## src/rtl/cpu_control_sequencer.sv

```systemverilog
// rtl/cpu_control_sequencer.sv - multi-cycle fetch/decode/exec/mem/wb control FSM for the CPU datapath
// Define PERF_COUNT_EN to build the retired-instruction counter; otherwise retired_count is tied to 0.
module cpu_control_sequencer #(
  parameter int MEM_TIMEOUT = 15,
  parameter int CNT_W       = 4
) (
  input  logic        clk,
  input  logic        rst,
  input  logic        start,
  input  logic [5:0]  opcode,
  input  logic        branch_taken,
  input  logic        mem_ready,
  output logic        imem_req,
  output logic        ir_load,
  output logic        dmem_req,
  output logic        dmem_we,
  output logic        reg_write_enable,
  output logic        pc_enable,
  output logic        pc_jump_sel,
  output logic        busy,
  output logic        halted,
  output logic        mem_error,
  output logic [2:0]  state,
  output logic [31:0] retired_count
);

  typedef enum logic [2:0] {
    S_IDLE   = 3'd0,
    S_FETCH  = 3'd1,
    S_DECODE = 3'd2,
    S_EXEC   = 3'd3,
    S_MEM    = 3'd4,
    S_WB     = 3'd5,
    S_HALT   = 3'd6,
    S_ERROR  = 3'd7
  } state_t;

  state_t           cur_state;
  state_t           nxt_state;
  logic [CNT_W-1:0] wait_cnt;
  logic             is_hlt;
  logic             is_ls;
  logic             is_jmp;
  logic             timed_out;

  assign is_hlt = (opcode == 6'd0);
  assign is_ls  = (opcode >= 6'd24) && (opcode <= 6'd27);
  assign is_jmp = (opcode >= 6'd28);

  // A zero MEM_TIMEOUT means wait for mem_ready forever.
  assign timed_out = (MEM_TIMEOUT != 0) && (wait_cnt == CNT_W'(MEM_TIMEOUT));

  always_ff @(posedge clk or posedge rst) begin
    if (rst) begin
      cur_state <= S_IDLE;
      wait_cnt  <= '0;
    end else begin
      cur_state <= nxt_state;
      if (nxt_state != cur_state)
        wait_cnt <= '0;
      else if ((cur_state == S_FETCH) || (cur_state == S_MEM))
        wait_cnt <= wait_cnt + 1'b1;
    end
  end

  always_comb begin
    nxt_state = cur_state;
    case (cur_state)
      S_IDLE:   if (start) nxt_state = S_FETCH;
      S_FETCH: begin
        if (mem_ready)      nxt_state = S_DECODE;
        else if (timed_out) nxt_state = S_ERROR;
      end
      S_DECODE: nxt_state = is_hlt ? S_HALT : S_EXEC;
      S_EXEC: begin
        if (is_jmp)     nxt_state = S_FETCH;
        else if (is_ls) nxt_state = S_MEM;
        else            nxt_state = S_WB;
      end
      S_MEM: begin
        if (mem_ready)      nxt_state = opcode[0] ? S_FETCH : S_WB;
        else if (timed_out) nxt_state = S_ERROR;
      end
      S_WB:     nxt_state = S_FETCH;
      default:  nxt_state = cur_state;
    endcase
  end

  always_comb begin
    imem_req         = 1'b0;
    ir_load          = 1'b0;
    dmem_req         = 1'b0;
    dmem_we          = 1'b0;
    reg_write_enable = 1'b0;
    pc_enable        = 1'b0;
    pc_jump_sel      = 1'b0;
    case (cur_state)
      S_FETCH: begin
        imem_req = 1'b1;
        ir_load  = mem_ready;
      end
      S_EXEC: begin
        if (is_jmp) begin
          pc_enable   = 1'b1;
          pc_jump_sel = branch_taken;
        end
      end
      S_MEM: begin
        dmem_req  = 1'b1;
        dmem_we   = opcode[0];
        pc_enable = mem_ready & opcode[0];
      end
      S_WB: begin
        reg_write_enable = 1'b1;
        pc_enable        = 1'b1;
      end
      default: ;
    endcase
  end

  assign busy      = (cur_state != S_IDLE) && (cur_state != S_HALT) && (cur_state != S_ERROR);
  assign halted    = (cur_state == S_HALT);
  assign mem_error = (cur_state == S_ERROR);
  assign state     = cur_state;

`ifdef PERF_COUNT_EN
  logic [31:0] retired_q;

  always_ff @(posedge clk or posedge rst) begin
    if (rst)
      retired_q <= '0;
    else if (pc_enable)
      retired_q <= retired_q + 32'd1;
  end

  assign retired_count = retired_q;
`else
  assign retired_count = '0;
`endif

endmodule

```

## config.mk

```make
export PLATFORM = sky130hd
export DESIGN_NAME = cpu_control_sequencer
export DESIGN_NICKNAME = d
export VERILOG_FILES = /design/src/rtl/cpu_control_sequencer.sv
export SDC_FILE = /design/constraint.sdc
export NUM_CORES = 1
export LEC_CHECK = 0
export CAP_MARGIN = 20
export CORE_MARGIN = 4
export CORE_UTILIZATION = 37
export CTS_CLUSTER_SIZE = 20
export DETAILED_ROUTE_END_ITERATION = 7
export GPL_TIMING_DRIVEN = 0
export PLACE_DENSITY = 0.83
export SLEW_MARGIN = 30
export SYNTH_ARGS = -nofsm -noshare
export SYNTH_HDL_FRONTEND = slang
export SYNTH_SLANG_ARGS = --single-unit
```

## constraint.sdc

```tcl
create_clock -name clk -period 1.8 [get_ports clk]
set_input_delay 0.27 -clock clk [delete_from_list [all_inputs] [get_ports clk]]
set_output_delay 0.27 -clock clk [all_outputs]
set_load 0.005 [all_outputs]
```

After elaboration in Yosys (flattened, before gate mapping)

Cells that the tools add are included.
W data, S select, Z words.

Multiplexer cells: 20
Reduce and logical (&&, ||, !) cells: 8
Magnitude comparators: 3
Add/sub/neg operators: 1
Bitwise operators: 1
Equal/unequal tests: 11

Operator list:

| cell                  | number |
|---|---|
| $mux W3               | 7 |
| $pmux W3 S6           | 1 |
| $eq A3 B3 Y1 const B  | 4 |
| $ge A6 B5 Y1 const B  | 2 |
| $mux W1               | 9 |
| $mux W4               | 2 |
| $eq A3 B2 Y1 const B  | 2 |
| $le A6 B5 Y1 const B  | 1 |
| $logic_not A6 Y1      | 1 |
| $ne A3 B3 Y1 const B  | 2 |
| $add A4 B1 Y4 const B | 1 |
| $eq A4 B4 Y1 const B  | 1 |
| $eq A3 B1 Y1 const B  | 1 |
| $logic_and A1 B1 Y1   | 3 |
| $logic_not A3 Y1      | 1 |
| $ne A3 B3 Y1          | 1 |
| $pmux W1 S3           | 1 |
| $reduce_bool A3 Y1    | 1 |
| $reduce_bool A2 Y1    | 1 |
| $and A1 B1 Y1         | 1 |
| $logic_or A1 B1 Y1    | 1 |

Flip-flop bits (word level): 7
Input bits: 11
Output and inout bits: 45
Word-level logic and storage cells: 46

Longest topological paths before layout

Gate-level depths: netlist of run 1.

Word-level depth: 7
Mapped depth: 5
Gate-level depth less buffers: 5

Worst setup path before layout of run 1

OpenSTA, ideal clock, no wires.

Kind: register to output
Start: register cur_state[1] (netlist: state[1])
End: output port ir_load
Arrival: 1.116 ns
Cell stages (with the launch flop): 4
Setup slack: 0.414 ns
Buffers on the path: 1
Required time: 1.530 ns
Path through: dfrtp_1 -> buf_2 -> nor3b_1 -> and2_1

Longest elaborated chain between the ends: 2

Ends and longest elaborated chain:

| what                     | line | text |
|---|---|---|
| start: declaration       | 38   | `state_t cur_state;` |
| start signal: assignment | 58   | `cur_state <= nxt_state;` |
| $eq A3 B1 Y1             | 97   | `case (cur_state)` |
| $mux W1                  | 97   |  |
| end: declaration         | 14   | `output logic ir_load,` |

Every way passes these cells.

Worst setup path in the final report of run 1

Start: input port opcode[2]
End: output port pc_jump_sel

Longest elaborated chain between the ends: 3

Ends and longest elaborated chain:

| what               | line | text |
|---|---|---|
| start: declaration | 10   | `input logic [5:0] opcode,` |
| $ge A6 B5 Y1       | 48   | `assign is_jmp = (opcode >= 6'd28);` |
| $mux W1            | 103  | `if (is_jmp) begin` |
| $mux W1            | 97   |  |
| end: declaration   | 19   | `output logic pc_jump_sel,` |

Every way passes these cells.

==> run_results.csv, run 1 <==
group,metric,value,unit
timing,layout_worst_path_cycle_share,96.41,%
setup_path,required,1530,ps
timing,rsz0062_at_grt,"no",
run_status,status,"complete, no violations",
place,hpwl,1.900,mm
route,wl,2.644,mm
timing,clock-skew-final,2.165,ps
die,core_area,0.002255,mm2
synth,synth-main-ff-cell,"dfrtp_1",
clock_tree,cts_tree,"done",
route,drc,0,
synth,syn_area_per_cell,8.396,um2
cells_and_area,nFillCells,198,
synth,ys_ff_latch,7,
cells_and_area,final_layout_size_suffix_gt1_share,37.21,%
clock_tree,numCtsBuffers,3,
hold_path,min_path_type,"primary input to asynchronous set/reset pin",
synth,yosys-top-cells-area,"buf_4 28%, dfrtp_1 19%, nor3b_1 4.2%",
route,vias_per_cell,4.610,
die,start_util,39.84,%
clock_tree,cts_max_level,1,
cells_and_area,antennaDiodeCount,0,
synth,synthCells,107,
pwr,leakagePower,0.7479,nW
die,ios,56,
die,die_area,0.003280,mm2
setup_path,rr_worst_depth,7,
die,die_h,57.28,um
grt,antenna_found_initial,0,
timing,period_minus_slack,1735,ps
timing,final-max-slew-violation-count,0,
grt,grt.overflow.total,0,
setup_path,path_class,"primary input to output port",
clock_tree,clock_sinks,7,
synth,synth_top_area_cell,"buf_4",
pwr,irDropWorstVdd,667.9,uV
clock_tree,clockBufferDepth,2,
setup_path,startpoint_type,"primary input",
place,gp_congestion,0.8889,
route,vias,922,
setup_path,r2r-start,"state[0]$_DFF_PP0_",
grt,grt_max_degree,11,
pwr,power_per_cell_area,1209,mW/mm2
place,port_buffers,23,
timing,setup_viol,0,
route,ant_nets,0,
synth,synth_edf_count,0,
setup_path,cp.arrival,1470,ps
setup_path,crit_fanout,3,
clock_tree,clk_pin_slew,60,ps
run,max_cap_violations,0,
cells_and_area,final_cell_mix,"39 x buf_4, 32 x conb_1, 11 x clkdlybuf4s50_1",
grt,grt_pass1_wl,4.181,mm
die,die_x,57.28,um
synth,synth-async-reset-ratio,100.0,%
clock_tree,clock_latency,270,ps
synth,ys_warn_count,0,
synth,yosysSeqAreaShare,19.50,%
cells_and_area,area_growth,55.99,%
cells_and_area,nets,185,
die,rows,17,
setup_path,rrSetupSlack,120,ps
cells_and_area,final_common_cell,"buf_4",
clock_tree,clockRootBuffer,"clkbuf_4",
timing,fin_ws,64.57,ps
synth,syn_area,898.4,um2
setup_path,crit_path_end_kind,"output port",
synth,netlist.area_leader.share,27.58,%
grt,track_usage,16.09,%
route,wl_per_cell,13.22,um
synth,synth_cell_types,38,
route,drt_iter0_drc,22,
place,dp_slack,-322.0,ps
grt,grt_pass1_vias,916,
timing,hold_violations,0,
setup_path,worst_r2r_endpoint,"wait_cnt[3]$_DFFE_PP0P_",
route,drtPass1Iterations,4,
timing,fmax,0.5762,GHz
cells_and_area,utilization,62.15,%
==> metrics by stage <==
step | area [um2] | total power [W] | hold WS, ps | instances | TNS, ps
3_3_place_gp | 1280 | 0.001278 | 513.0 | 189 | -741.3
5_1_grt | 1401 | 0.001798 | 284.6 | 200 | 0
2_1_floorplan | 1015 | 0.0009360 | 73.40 | 138 | 0
4_1_cts | 1396 | 0.001647 | 251.6 | 199 | 0
3_5_place_dp | 1280 | 0.001323 | 533.0 | 189 | -868.0
6_report | 1401 | 0.001695 | 238.0 | 200 | 0
==> layout make-up <==
class / count / area, um2 / share of cell area (%)
Multi-Input combinational cell: 91 / 583.1 / 41.61
Buffer: 37 / 296.5 / 21.16
Timing Repair Buffer: 30 / 270.3 / 19.29
Sequential cell: 7 / 176.4 / 12.59
Tap cell: 28 / 35.03 / 2.500
Clock buffer: 4 / 26.28 / 1.875
Inverter: 3 / 13.76 / 0.9821
==> cells by family after synthesis <==
group / count (synthesis) / share of synthesized area [%]
AOI/OAI and AO/OA: 21 / 17.55
xor gates and xnor gates: 5 / 5.712
adders and majority gates: 1 / 1.393
buffers and inverters: 40 / 31.75
DFF: 7 / 19.50
muxes: 1 / 1.114
other: 1 / 0.4174
and+or+nand+nor: 31 / 22.56
==> power by group <==
group	internal, W	total, W	switching [W]
sequential	0.000208	0.000254	0.0000459
combinational	0.000656	0.00128	0.000626
clock	0.0000856	0.000159	0.0000734
total	0.000949	0.00169	0.000745
==> synthesized netlist by cell type (2+ instances only) <==
master	instances
buf_4	33
nor2_1	9
dfrtp_1	7
a21oi_1	5
nor3b_1	5
and3_1	3
buf_2	3
inv_1	3
nand2_1	3
xnor2_1	3
a2111o_1	2
a31oi_1	2
and2_1	2
nand3_1	2
o21ai_0	2
==> routing by layer <==
layer	track usage (%)	share of wire [%]	up-vias
met2	29.53	52	53
li1	-	-	440
met5	0	0	-
met3	4.072	9.5	13
met1	16.28	35	416
met4	9.272	3.9	0
==> flip-flops by register name, indices dropped and copies added, names as in the netlist <==
register and flops:
state 3, wait_cnt 4
==> how the worst max path moves through the flow <==
stage          cells past startpoint           to               start
2_1_floorplan                      3      ir_load  state[1]$_DFF_PP0_
3_3_place_gp                       4  pc_jump_sel           opcode[3]
3_5_place_dp                       4  pc_jump_sel           opcode[4]
4_1_cts                            4     dmem_req  state[0]$_DFF_PP0_
5_1_grt                            4  pc_jump_sel           opcode[2]
6_report                           4  pc_jump_sel           opcode[2]
==> worst max-delay path, stage by stage <==
cell and delay [ps]:
clkdlybuf4s50_1 540, a31oi_2 150, nor4b_2 260, clkdlybuf4s15_2 240
==> what timing repair did <==
action,CTS,global route
setup endpoints to repair,10,4
hold buffers,0,0
buffers inserted,6,1
resized for setup,29,5
pin swaps,1,1
(Power assumes the default switching activity.)
==> inputs of run 2 (changes only) <==
--- a/constraint.sdc
+++ b/constraint.sdc
@@ -3,2 +3,2 @@
 set_output_delay 0.27 -clock clk [all_outputs]
-set_load 0.005 [all_outputs]
+set_load 0.1 [all_outputs]
==> run 2 against run 1 <==
  * The flow now finishes with violations (negative setup slack)
  * Non-clock buffer count is 4 higher
  * Sequential power is 21% higher
  * Critical path depth rose by 2
  * Sequential share of layout area fell by 1.1 points
  * First-iteration DRC count fell by 95%
  * Critical endpoint is now dmem_we
  * Largest power group unchanged
==> run_results.csv, run 2 (same netlist as run 1, synthesis figures left out) <==
group,metric,value,unit
run_status,status,"complete, but fails checks",
run_status,failed_checks,"negative setup slack",
cells_and_area,fin_area,0.001622,mm2
timing,finalSetupTns,-3.820,ps
clock_tree,ctsHoldBuffers,0,
setup_path,crit_fanout,5,
cells_and_area,antennaDiodeCount,0,
timing,final-max-slew-violation-count,0,
setup_path,startpoint_type,"flop",
clock_tree,clockRootBuffer,"clkbuf_4",
cells_and_area,final_cell_mix,"46 x buf_4, 32 x conb_1, 8 x nor2_1",
timing,slew_headroom,36.87,%
route,wl_per_cell,12.87,um
die,rows,17,
timing,period_minus_slack,1804,ps
setup_path,crit_chain,"buf_8 > buf_8 > buf_12 > nor2_4 > and2_4 > buf_12",
place,gp_congestion,0.7830,
clock_tree,clockBufferDepth,2,
timing,fin_ws,-3.820,ps
clock_tree,clock_sinks,7,
place,dp_slack,-1015,ps
cells_and_area,final_layout_size_suffix_gt1_share,50.57,%
die,die_h,57.28,um
setup_path,crit_path_end_kind,"output port",
cells_and_area,top_register,"wait_cnt",
place,place_area,0.001396,mm2
timing,hold_slack,245.7,ps
cells_and_area,area_growth,80.50,%
run,max_cap_violations,0,
setup_path,rr_worst_depth,6,
setup_path,cp.arrival,1530,ps
route,vias_per_cell,4.343,
setup_path,cpPeakStageDelay,480,ps
clock_tree,clk_pin_slew,50,ps
route,drtPass1Iterations,4,
grt,track_usage,15.84,%
cells_and_area,final_common_cell,"buf_4",
die,die_area,0.003280,mm2
timing,fmax,0.5544,GHz
cells_and_area,nets,189,
setup_path,required,1530,ps
die,ios,56,
die,die_x,57.28,um
clock_tree,numCtsBuffers,3,
timing,layout_worst_path_cycle_share,100.2,%
route,drc,0,
timing,setup_viol,1,
place,port_buffers,23,
grt,grt.overflow.total,0,
pwr,p_total,0.003229,W
route,drt_iter0_drc,1,
pwr,leakagePower,0.7901,nW
place,hpwl,1.970,mm
grt,grt_pass1_vias,859,
die,start_util,39.84,%
pwr,irDropWorstVdd,1365,uV
timing,clock-skew-final,0.3341,ps
grt,antenna_found_initial,0,
hold_path,min_path_type,"primary input to asynchronous set/reset pin",
cells_and_area,largest_reg_flops,4,
timing,worstMarginPinSlew,950.7,ps
route,ant_nets,0,
timing,hold_violations,0,
route,vias,886,
grt,grt_max_degree,11,
timing,rsz0062_at_grt,"yes",
pwr,power_per_cell_area,1991,mW/mm2
route,wl,2.626,mm
clock_tree,cts_max_level,1,
setup_path,path_class,"flop to output port",
grt,grt_pass1_wl,4.077,mm
clock_tree,cts_tree,"done",
setup_path,slowest_stage,"dfrtp_4",
die,core_area,0.002255,mm2
cells_and_area,nFillCells,182,
clock_tree,clock_latency,250,ps
[run 2: timing repair]
action	CTS	global route
endpoints found under the setup margin	13	7
setup buffers	4	7
gates resized for setup	94	4
pin swaps	2	3
cloned	1	0
[run 2: path summary, 6_finish.rpt]
kind	to	slack, ps	from
setup / recovery	dmem_we	-4	state[0]$_DFF_PP0_
hold / removal	wait_cnt[0]$_DFFE_PP0P_	250	rst
setup reg to reg	wait_cnt[3]$_DFFE_PP0P_	170	state[0]$_DFF_PP0_
hold reg to reg	wait_cnt[0]$_DFFE_PP0P_	610	wait_cnt[0]$_DFFE_PP0P_
max in group asynchronous	state[2]$_DFF_PP0_	1320	rst
min in group clk	wait_cnt[0]$_DFFE_PP0P_	610	wait_cnt[0]$_DFFE_PP0P_
[run 2: area by class of cell]
cell class                      count  area (um2)  area share (%)
Clock buffer                        4       26.28           1.620
Sequential cell                     7       186.4           11.50
Timing Repair Buffer               35       367.9           22.69
Inverter                            3       15.01          0.9259
Buffer                             36       305.3           18.83
Multi-Input combinational cell     91       685.7           42.28
Tap cell                           28       35.03           2.160
[run 2: critical path, delay by kind of cell (launching register included)]
kind                   cells  cell delay, ps
buffers and inverters      4             550
DFF                        1             480
and+or+nand+nor            2             250
[run 2: metal layers]
| metal | vias to the layer above | global-route usage (%) | part of all wire (%) |
|---|---|---|---|
| met4 | 0 | 6.623 | 1.4 |
| met3 | 6 | 2.262 | 5.6 |
| met1 | 397 | 15.28 | 37 |
| met2 | 33 | 32.46 | 56 |
| met5 | - | 0 | 0 |
| li1 | 450 | - | - |
[run 2: power by group]
group,internal (W),switching (W)
Clock,0.0000845,0.0000565
Combinational,0.000965,0.00182
Sequential,0.000228,0.0000795
Total,0.00128,0.00195
[run 2: metrics by stage]
stage	utilization (%)	cells
after floorplan	-	138
after global placement	61.93	189
after detailed placement	61.93	189
after CTS	69.31	198
after global routing	71.92	204
final	71.92	204
==> inputs of run 3 (changes only) <==
--- a/constraint.sdc
+++ b/constraint.sdc
@@ -3,2 +3,2 @@
 set_output_delay 0.27 -clock clk [all_outputs]
-set_load 0.1 [all_outputs]
+set_load 0.05 [all_outputs]
==> run 3 against run 2 <==
  * The flow now finishes without violations
  * Setup slack gained 61 ps
  * Fmax increased by 3.5%
  * Design area fell by 13%
  * Count of clock-buffer cells in the layout stayed put
  * Critical path type unchanged
  * Largest power group unchanged
==> run_results.csv, run 3 (same netlist as run 1, synthesis figures left out) <==
group,metric,value,unit
route,drt_iter0_drc,16,
setup_path,crit_path_end_kind,"output port",
hold_path,min_path_type,"primary input to asynchronous set/reset pin",
setup_path,required,1530,ps
place,port_buffers,23,
clock_tree,cts_setup_buffers,0,
die,die_h,57.28,um
cells_and_area,area_growth,57.80,%
place,hpwl,1.830,mm
timing,rsz0062_at_grt,"no",
pwr,leakagePower,0.7280,nW
grt,grt.overflow.total,0,
cells_and_area,final_common_cell,"buf_4",
pwr,power_per_cell_area,1538,mW/mm2
pwr,p_total,0.002180,W
setup_path,cp.arrival,1470,ps
route,vias_per_cell,4.347,
cells_and_area,nets,178,
die,start_util,39.84,%
setup_path,startpoint_type,"flop",
grt,grt_pass1_wl,3.512,mm
timing,period_minus_slack,1743,ps
clock_tree,numCtsBuffers,3,
place,gp_congestion,0.7991,
grt,antenna_found_initial,0,
route,drc,0,
run_status,status,"complete, no violations",
cells_and_area,final_cell_mix,"34 x buf_4, 32 x conb_1, 9 x clkdlybuf4s50_1",
clock_tree,cts_max_level,1,
clock_tree,clockRootBuffer,"clkbuf_4",
setup_path,crit_fanout,10,
timing,layout_worst_path_cycle_share,96.81,%
cells_and_area,antennaDiodeCount,0,
route,routed-wl-met2,1.131,mm
route,vias,839,
route,wl_met3,224,um
clock_tree,clock_latency,250,ps
setup_path,r2r-start,"wait_cnt[0]$_DFFE_PP0P_",
die,core_area,0.002255,mm2
die,die_x,57.28,um
cells_and_area,largest_reg_flops,4,
clock_tree,clock_sinks,7,
cells_and_area,nFillCells,193,
pwr,irDropWorstVdd,868.8,uV
run,max_cap_violations,0,
die,ios,56,
clock_tree,cts_tree,"done",
place,dp_slack,-669.3,ps
clock_tree,clk_pin_slew,50,ps
setup_path,path_class,"flop to output port",
cells_and_area,final_layout_size_suffix_gt1_share,44.24,%
grt,track_usage,13.60,%
timing,hold_violations,0,
timing,fin_ws,57.40,ps
timing,final-max-slew-violation-count,0,
clock_tree,clockBufferDepth,2,
timing,fmax,0.5739,GHz
grt,grt_max_degree,11,
route,drtPass1Iterations,4,
route,wl_met1,868,um
timing,setup_viol,0,
die,rows,17,
setup_path,critPathLaunch,"state[0]$_DFF_PP0_",
grt,grt_pass1_vias,782,
timing,clock-skew-final,3.026,ps
die,die_area,0.003280,mm2
cells_and_area,top_register,"wait_cnt",
route,wl_per_cell,11.72,um
route,routed.top_layer,"met4",
route,wl,2.262,mm
route,ant_nets,0,
## run 3: cell count changes in the layout (fill, tap and decap cells not counted), moves of 3 or more
cell            change
buf_4              -12
buf_12              -5
buf_2               +5
buf_6               +4
dfrtp_2             +3
dfrtp_4             -3
dlygate4sd2_1       -3
dlymetal6s2s_1      +3
## run 3: routing by layer
metal / up-vias / global-route usage, %
met5: - / 0
met4: 0 / 6.291
met3: 7 / 4.299
met2: 52 / 23.65
met1: 352 / 14.99
li1: 428 / -
## run 3: area by class of cell
cell class / instances / area, um2 / area share, %
Sequential cell: 7 / 178.9 / 12.62
Buffer: 37 / 300.3 / 21.18
Clock buffer: 4 / 26.28 / 1.853
Inverter: 3 / 15.01 / 1.059
Tap cell: 28 / 35.03 / 2.471
Multi-Input combinational cell: 91 / 655.6 / 46.25
Timing Repair Buffer: 23 / 206.4 / 14.56
## run 3: path summary, 6_finish.rpt
path	end	slack (ps)	cells after the start
max	pc_jump_sel	60	5
min	wait_cnt[3]$_DFFE_PP0P_	240	2
max reg2reg	wait_cnt[2]$_DFFE_PP0P_	210	5
min reg2reg	wait_cnt[3]$_DFFE_PP0P_	620	2
max in group asynchronous	state[1]$_DFF_PP0_	1330	2
min in group clk	wait_cnt[3]$_DFFE_PP0P_	620	2
## run 3: timing repair
| item | CTS | global route |
|---|---|---|
| endpoints found under the setup margin | 10 | 5 |
| pin swaps | 0 | 0 |
| gates resized for setup | 59 | 9 |
| hold endpoints to repair | 0 | 0 |
| hold buffers | 0 | 0 |
## run 3: report_power, final
part | leakage (nW) | internal (W) | total (W) | switching (W)
registers | 0.0870 | 0.000212 | 0.000275 | 0.0000632
logic | 0.626 | 0.000633 | 0.00176 | 0.00113
clock network | 0.0150 | 0.0000847 | 0.000144 | 0.0000594
## run 3: through the flow
stage	setup TNS (ps)	utilization [%]	hold slack (ps)	cells	area, um2
2_1_floorplan	-99.98	-	73.19	138	1119
3_3_place_gp	-3356	61.38	513.0	189	1384
3_5_place_dp	-3621	61.38	519.8	189	1384
4_1_cts	0	62.26	243.4	193	1404
5_1_grt	0	62.87	272.7	193	1418
6_report	0	62.87	240.4	193	1418
## run 3: worst max-delay path: stages, from the launching register on
cell and delay (ps):
dfrtp_2 360, buf_6 140, buf_8 150, nand2_4 70, nor4b_4 290, buf_6 190
